### src/rtl/wishbone_rr_arbiter_pkg.sv
// Shared types for the two-master Wishbone round-robin arbiter: FSM states,
// bus field widths and the tie-break helper used in IDLE.
package wishbone_rr_arbiter_pkg;

  localparam int CTI_W = 3;
  localparam int BTE_W = 2;

  typedef enum logic [1:0] {
    IDLE = 2'd0,
    GNT0 = 2'd1,
    GNT1 = 2'd2
  } arb_state_t;

  // last_gnt names the master served most recently (0 or 1); on a tie the other one wins.
  function automatic arb_state_t arb_pick(input logic cyc0, input logic cyc1,
                                          input logic last_gnt);
    arb_state_t pick;
    pick = IDLE;
    if (cyc0 && (!cyc1 || last_gnt)) pick = GNT0;
    else if (cyc1) pick = GNT1;
    return pick;
  endfunction

endpackage

### src/rtl/wishbone_rr_arbiter_timeout.sv
// Bus-timeout watchdog for the granted master; only built with WB_ARB_TIMEOUT_EN.
// Pulses timeout for one cycle after TIMEOUT_CYCLES strobed cycles without a response.
`ifdef WB_ARB_TIMEOUT_EN
module wb_timeout_counter #(
  parameter int TIMEOUT_CYCLES = 1024
) (
  input  logic clk,
  input  logic rst_n,
  input  logic clear,
  input  logic stb,
  input  logic done,
  output logic timeout
);

  localparam int CW = (TIMEOUT_CYCLES > 1) ? $clog2(TIMEOUT_CYCLES) : 1;

  logic [CW-1:0] count;

  always_ff @(posedge clk) begin
    if (!rst_n || clear) begin
      count   <= '0;
      timeout <= 1'b0;
    end else begin
      timeout <= 1'b0;
      if (done) begin
        count <= '0;
      end else if (stb) begin
        if (count == CW'(TIMEOUT_CYCLES - 1)) begin
          count   <= '0;
          timeout <= 1'b1;
        end else begin
          count <= count + CW'(1);
        end
      end
    end
  end

endmodule
`endif

### src/rtl/wishbone_rr_arbiter.sv
// Two-master to one-slave Wishbone round-robin arbiter, 1-cycle arbitration, grant held while cyc is high;
// pure mux data path, losing master stalls on ack=0. Optional bus timeout under WB_ARB_TIMEOUT_EN.
module wishbone_rr_arbiter
  import wishbone_rr_arbiter_pkg::*;
#(
  parameter int ADDR_W         = 30,
  parameter int DATA_W         = 32,
  parameter int TIMEOUT_CYCLES = 1024,
  localparam int SEL_W         = DATA_W / 8
) (
  input  logic              clk,
  input  logic              rst_n,
  input  logic [ADDR_W-1:0] m0_adr,
  input  logic [DATA_W-1:0] m0_dat_w,
  input  logic [SEL_W-1:0]  m0_sel,
  input  logic              m0_cyc,
  input  logic              m0_stb,
  input  logic              m0_we,
  input  logic [CTI_W-1:0]  m0_cti,
  input  logic [BTE_W-1:0]  m0_bte,
  output logic [DATA_W-1:0] m0_dat_r,
  output logic              m0_ack,
  output logic              m0_err,
  input  logic [ADDR_W-1:0] m1_adr,
  input  logic [DATA_W-1:0] m1_dat_w,
  input  logic [SEL_W-1:0]  m1_sel,
  input  logic              m1_cyc,
  input  logic              m1_stb,
  input  logic              m1_we,
  input  logic [CTI_W-1:0]  m1_cti,
  input  logic [BTE_W-1:0]  m1_bte,
  output logic [DATA_W-1:0] m1_dat_r,
  output logic              m1_ack,
  output logic              m1_err,
  output logic [ADDR_W-1:0] s_adr,
  output logic [DATA_W-1:0] s_dat_w,
  output logic [SEL_W-1:0]  s_sel,
  output logic              s_cyc,
  output logic              s_stb,
  output logic              s_we,
  output logic [CTI_W-1:0]  s_cti,
  output logic [BTE_W-1:0]  s_bte,
  input  logic [DATA_W-1:0] s_dat_r,
  input  logic              s_ack,
  input  logic              s_err
);

  typedef struct packed {
    logic [ADDR_W-1:0] adr;
    logic [DATA_W-1:0] dat_w;
    logic [SEL_W-1:0]  sel;
    logic              we;
    logic [CTI_W-1:0]  cti;
    logic [BTE_W-1:0]  bte;
    logic              cyc;
    logic              stb;
  } wb_req_t;

  arb_state_t state, state_nxt;
  logic       last_gnt, last_gnt_nxt;
  logic       tmo;
  wb_req_t    req0, req1, req_s;

  always_ff @(posedge clk) begin
    if (!rst_n) begin
      state    <= IDLE;
      last_gnt <= 1'b1;
    end else begin
      state    <= state_nxt;
      last_gnt <= last_gnt_nxt;
    end
  end

  always_comb begin
    state_nxt    = state;
    last_gnt_nxt = last_gnt;
    case (state)
      IDLE: state_nxt = arb_pick(m0_cyc, m1_cyc, last_gnt);
      GNT0: if (!m0_cyc) begin
        state_nxt    = IDLE;
        last_gnt_nxt = 1'b0;
      end
      GNT1: if (!m1_cyc) begin
        state_nxt    = IDLE;
        last_gnt_nxt = 1'b1;
      end
      default: state_nxt = IDLE;
    endcase
  end

  assign req0 = '{adr: m0_adr, dat_w: m0_dat_w, sel: m0_sel, we: m0_we,
                  cti: m0_cti, bte: m0_bte, cyc: m0_cyc, stb: m0_stb};
  assign req1 = '{adr: m1_adr, dat_w: m1_dat_w, sel: m1_sel, we: m1_we,
                  cti: m1_cti, bte: m1_bte, cyc: m1_cyc, stb: m1_stb};

  // Gating with rst_n keeps the bus quiet and drops any in-flight ack while reset is held.
  assign req_s = !rst_n          ? '0   :
                 (state == GNT0) ? req0 :
                 (state == GNT1) ? req1 : '0;

  assign s_adr   = req_s.adr;
  assign s_dat_w = req_s.dat_w;
  assign s_sel   = req_s.sel;
  assign s_we    = req_s.we;
  assign s_cti   = req_s.cti;
  assign s_bte   = req_s.bte;
  assign s_cyc   = req_s.cyc;
  assign s_stb   = req_s.stb;

`ifdef WB_ARB_TIMEOUT_EN
  wb_timeout_counter #(
    .TIMEOUT_CYCLES(TIMEOUT_CYCLES)
  ) u_timeout (
    .clk    (clk),
    .rst_n  (rst_n),
    .clear  (state == IDLE),
    .stb    (req_s.stb),
    .done   (s_ack | s_err),
    .timeout(tmo)
  );
`else
  localparam int tmo_unused = TIMEOUT_CYCLES;
  assign tmo = 1'b0;
`endif

  assign m0_dat_r = s_dat_r;
  assign m1_dat_r = s_dat_r;
  assign m0_ack   = rst_n && (state == GNT0) && s_ack;
  assign m1_ack   = rst_n && (state == GNT1) && s_ack;
  assign m0_err   = rst_n && (state == GNT0) && (s_err || tmo);
  assign m1_err   = rst_n && (state == GNT1) && (s_err || tmo);

endmodule

### config.mk
export PLATFORM = sky130hd
export DESIGN_NAME = wishbone_rr_arbiter
export DESIGN_NICKNAME = d
export VERILOG_FILES = /design/src/rtl/wishbone_rr_arbiter_pkg.sv /design/src/rtl/wishbone_rr_arbiter_timeout.sv /design/src/rtl/wishbone_rr_arbiter.sv
export SDC_FILE = /design/constraint.sdc
export NUM_CORES = 1
export LEC_CHECK = 0
export ABC_CLOCK_PERIOD_IN_PS = 1400
export CAP_MARGIN = 20
export CORE_AREA = 2 2 125 127
export DETAILED_ROUTE_END_ITERATION = 10
export DIE_AREA = 0 0 127 129
export DONT_BUFFER_PORTS = 1
export PLACE_DENSITY_LB_ADDON = 0.15
export SETUP_SLACK_MARGIN = 0.1
export SLEW_MARGIN = 40
export SYNTH_ARGS = -nofsm -noshare
export SYNTH_HDL_FRONTEND = slang
export SYNTH_SLANG_ARGS = --single-unit
### constraint.sdc
create_clock -name clk -period 1.4 [get_ports clk]
set_input_delay 0.14 -clock clk [delete_from_list [all_inputs] [get_ports clk]]
set_output_delay 0.14 -clock clk [all_outputs]
set_load 0.05 [all_outputs]
==> impl_metrics.yaml <==
outcome:
  outcome: "finished with violations"
  violations: "negative setup slack"
drt:
  vias_per_cell: 4.79
  ant_nets: 0
  wl_per_cell_um: 18.2
  drc: 0
  drt_iter0_drc: 80
  vias: 2495
  dr.pass1.iters: 4
  routed_wl_um: 9480
worst_setup_path:
  rrSetupSlack_ns: 0.21
  critPathCaptureType: "primary output"
  cp_data_arrival_time_ns: 1.41
  startpoint_type: "flip-flop"
  r2r_cells: 3
  cp_max_fo: 66
  required_ns: 1.26
  crit_type: "flip-flop to primary output"
die:
  die_area_um2: 16400
  start_util_pct: 17.1
  chipWidth_um: 127
  ios: 326
  core_area_um2: 15000
  die_height_um: 129
  fp-row-count: 45
clock_network:
  cts.hold.buffers_added: 0
  clk-insertion-delay-late_ns: 0.23
  cts_tree: "done"
  clkTransAtPathRegs_ns: 0.03
  cts_root_buffer: "clkbuf_16"
  cts_buffer_depth: 2
  htree_levels: 1
  cts_setup_buffers: 0
  cts_inserted_buffers: 3
  clock-sinks: 3
sta:
  finalClockSkew_ns: 0.00240
  slew_viol_final: 0
  fin_crit_ns: 1.55
  slew_headroom_pct: 82.7
  whs_ns: 0.0182
  worstMarginPinSlew_ns: 0.259
  worst_slack_ns: -0.148
  hold_viol: 0
  rsz0062_at_grt: "yes"
  finalSetupViolations: 76
  post-route-period-util_pct: 111
  fin_tns_setup_ns: -8.34
  max_freq_ghz: 0.646
global_route:
  grt_util_met2_pct: 19.8
  grt_antenna_before_repair: 0
  busiest_layer: "met2"
  grt_overflow_total: 0
  grt_pass1_vias: 2622
  grt_pass1_wl_um: 13800
  track_usage_pct: 10.3
  gr-usage-met1_pct: 10.6
  grt_max_degree: 80
  grt.met3_usage_pct: 3.66
synthesis:
  synth.mux.area_fraction_pct: 0
  synth-simple-area-share_pct: 45.4
  yosys_warnings: 0
  ys_types: 17
  syn_inst: 346
  synth_top_family_by_area: "simple AND/OR/NAND/NOR gates"
  synth_adder_area_share_pct: 0
  postSynthAreaPerCell_um2: 7.42
  syn-num-nets: 530
  ys_seq_elements: 3
  netlist_area_um2: 2570
  ys_seq_area_share_pct: 2.34
  synth-xor-area-share_pct: 0
  synth_compound_area_share_pct: 22.8
placed_design:
  place_hpwl_um: 7020
  gp_congestion: 0.692
  portBuffers: 0
  place_area_um2: 4600
pwr:
  p_switching_mw: 0.762
  p_int_mw: 1.13
  pwr-share-seq_pct: 5.4
  clock_power_share_pct: 24.3
  p_leak_nw: 1.52
  switching_share_pct: 40.4
  p_per_area_nw_per_um2: 399
  power_mw: 1.89
  p_comb_share_pct: 70.4
  ir_drop_v: 0.000309
min_path:
  hold_depth: 1
  hold_path_class: "primary input to flip-flop"
final_layout:
  syn_to_final_growth_pct: 84.3
  antennaDiodeCount: 0
  layout-drive-gt1-share_pct: 51.7
  final_area_um2: 4730
  fin_nets: 518
flow_run:
  drv_cap: 0
==> area by class of cell <==
class | count | area, um2
Inverter | 1 | 3.75
Multi-Input combinational cell | 237 | 2610
Fill cell | 1499 | 10200
Timing Repair Buffer | 88 | 1730
Sequential cell | 3 | 67.6
Clock buffer | 4 | 78.8
Tap cell | 188 | 235
==> Yosys cell counts <==
master | count | area share [%]
nand2_1 | 2 | 0.29
nor2b_1 | 1 | 0.24
nand3b_1 | 149 | 44
buf_6 | 11 | 4.8
o2111ai_1 | 1 | 0.34
nor2_1 | 4 | 0.58
a21boi_0 | 2 | 0.58
o21ai_0 | 1 | 0.19
o311a_1 | 1 | 0.39
clkbuf_1 | 16 | 2.3
a21oi_1 | 1 | 0.19
a21boi_1 | 72 | 21
buf_2 | 7 | 1.4
buf_4 | 71 | 21
inv_1 | 1 | 0.15
dfxtp_1 | 3 | 2.3
nand2b_1 | 3 | 0.73
==> metal layers <==
layer / vias to the layer above / part of all wire (%)
li1: 1138 / -
met1: 1200 / 35
met2: 142 / 54
met3: 15 / 9.6
met4: 0 / 1.2
met5: - / 0
==> cells in the final DEF (no fill, tap or decap) <==
| cell | instances |
|---|---|
| a21boi_2 | 1 |
| o2111ai_1 | 1 |
| inv_1 | 1 |
| a21oi_1 | 1 |
| clkbuf_16 | 4 |
| buf_12 | 82 |
| nand2b_4 | 1 |
| nand3b_1 | 149 |
| dfxtp_1 | 1 |
| o311a_1 | 1 |
| clkbuf_1 | 1 |
| nor2_4 | 4 |
| nor2b_1 | 1 |
| buf_16 | 1 |
| a21boi_4 | 73 |
| nand2_1 | 2 |
| buf_6 | 2 |
| buf_4 | 2 |
| nand2b_1 | 2 |
| o21ai_0 | 1 |
| dfxtp_4 | 2 |
==> through the flow <==
stage	cells	setup WS (ns)	utilization, %
5_1_grt	521	-0.202	31.6
6_report	521	-0.148	31.6
4_1_cts	520	-0.139	31.3
3_3_place_gp	516	0.119	30.7
2_1_floorplan	346	0.0163	-
3_5_place_dp	516	0.0947	30.7
==> registers in the layout (all words and copies together), names as in the netlist <==
register and count:
state 2, last_gnt 1
==> what timing repair did <==
action / in CTS / in global routing
pin swaps: 18 / 42
gates resized for setup: 2 / 3
setup endpoints to repair: 78 / 78
cloned: 0 / 1
==> cells by family (layout without fill, tap and decap cells) <==
kind of cell / Yosys count / after routing
compound gates: 78 / 78
flops: 3 / 3
simple gates: 159 / 159
buf+inv: 106 / 93
==> critical path: stages (launching register included) <==
cell	delay (ns)
dfxtp_4	0.39
buf_16	0.22
nand3b_1	0.17
a21boi_4	0.20
buf_12	0.15
==> power groups by stage <==
stage | clock network (mW) | logic (mW) | registers [mW]
2_1_floorplan | 0 | 1.40 | 0.0951
3_3_place_gp | 0 | 1.30 | 0.0992
3_5_place_dp | 0 | 1.31 | 0.0997
4_1_cts | 0.460 | 1.32 | 0.0990
5_1_grt | 0.471 | 1.39 | 0.103
6_report | 0.458 | 1.33 | 0.102
==> final timing paths <==
kind	to	from
worst max-delay path	s_dat_w[5]	state[1]$_SDFFE_PN0P_
worst min register to register	state[1]$_SDFFE_PN0P_	last_gnt$_SDFFE_PN1P_
worst max register to register	last_gnt$_SDFFE_PN1P_	state[0]$_SDFFE_PN0P_
worst min-delay path	last_gnt$_SDFFE_PN1P_	rst_n
(Power assumes the default switching activity.)
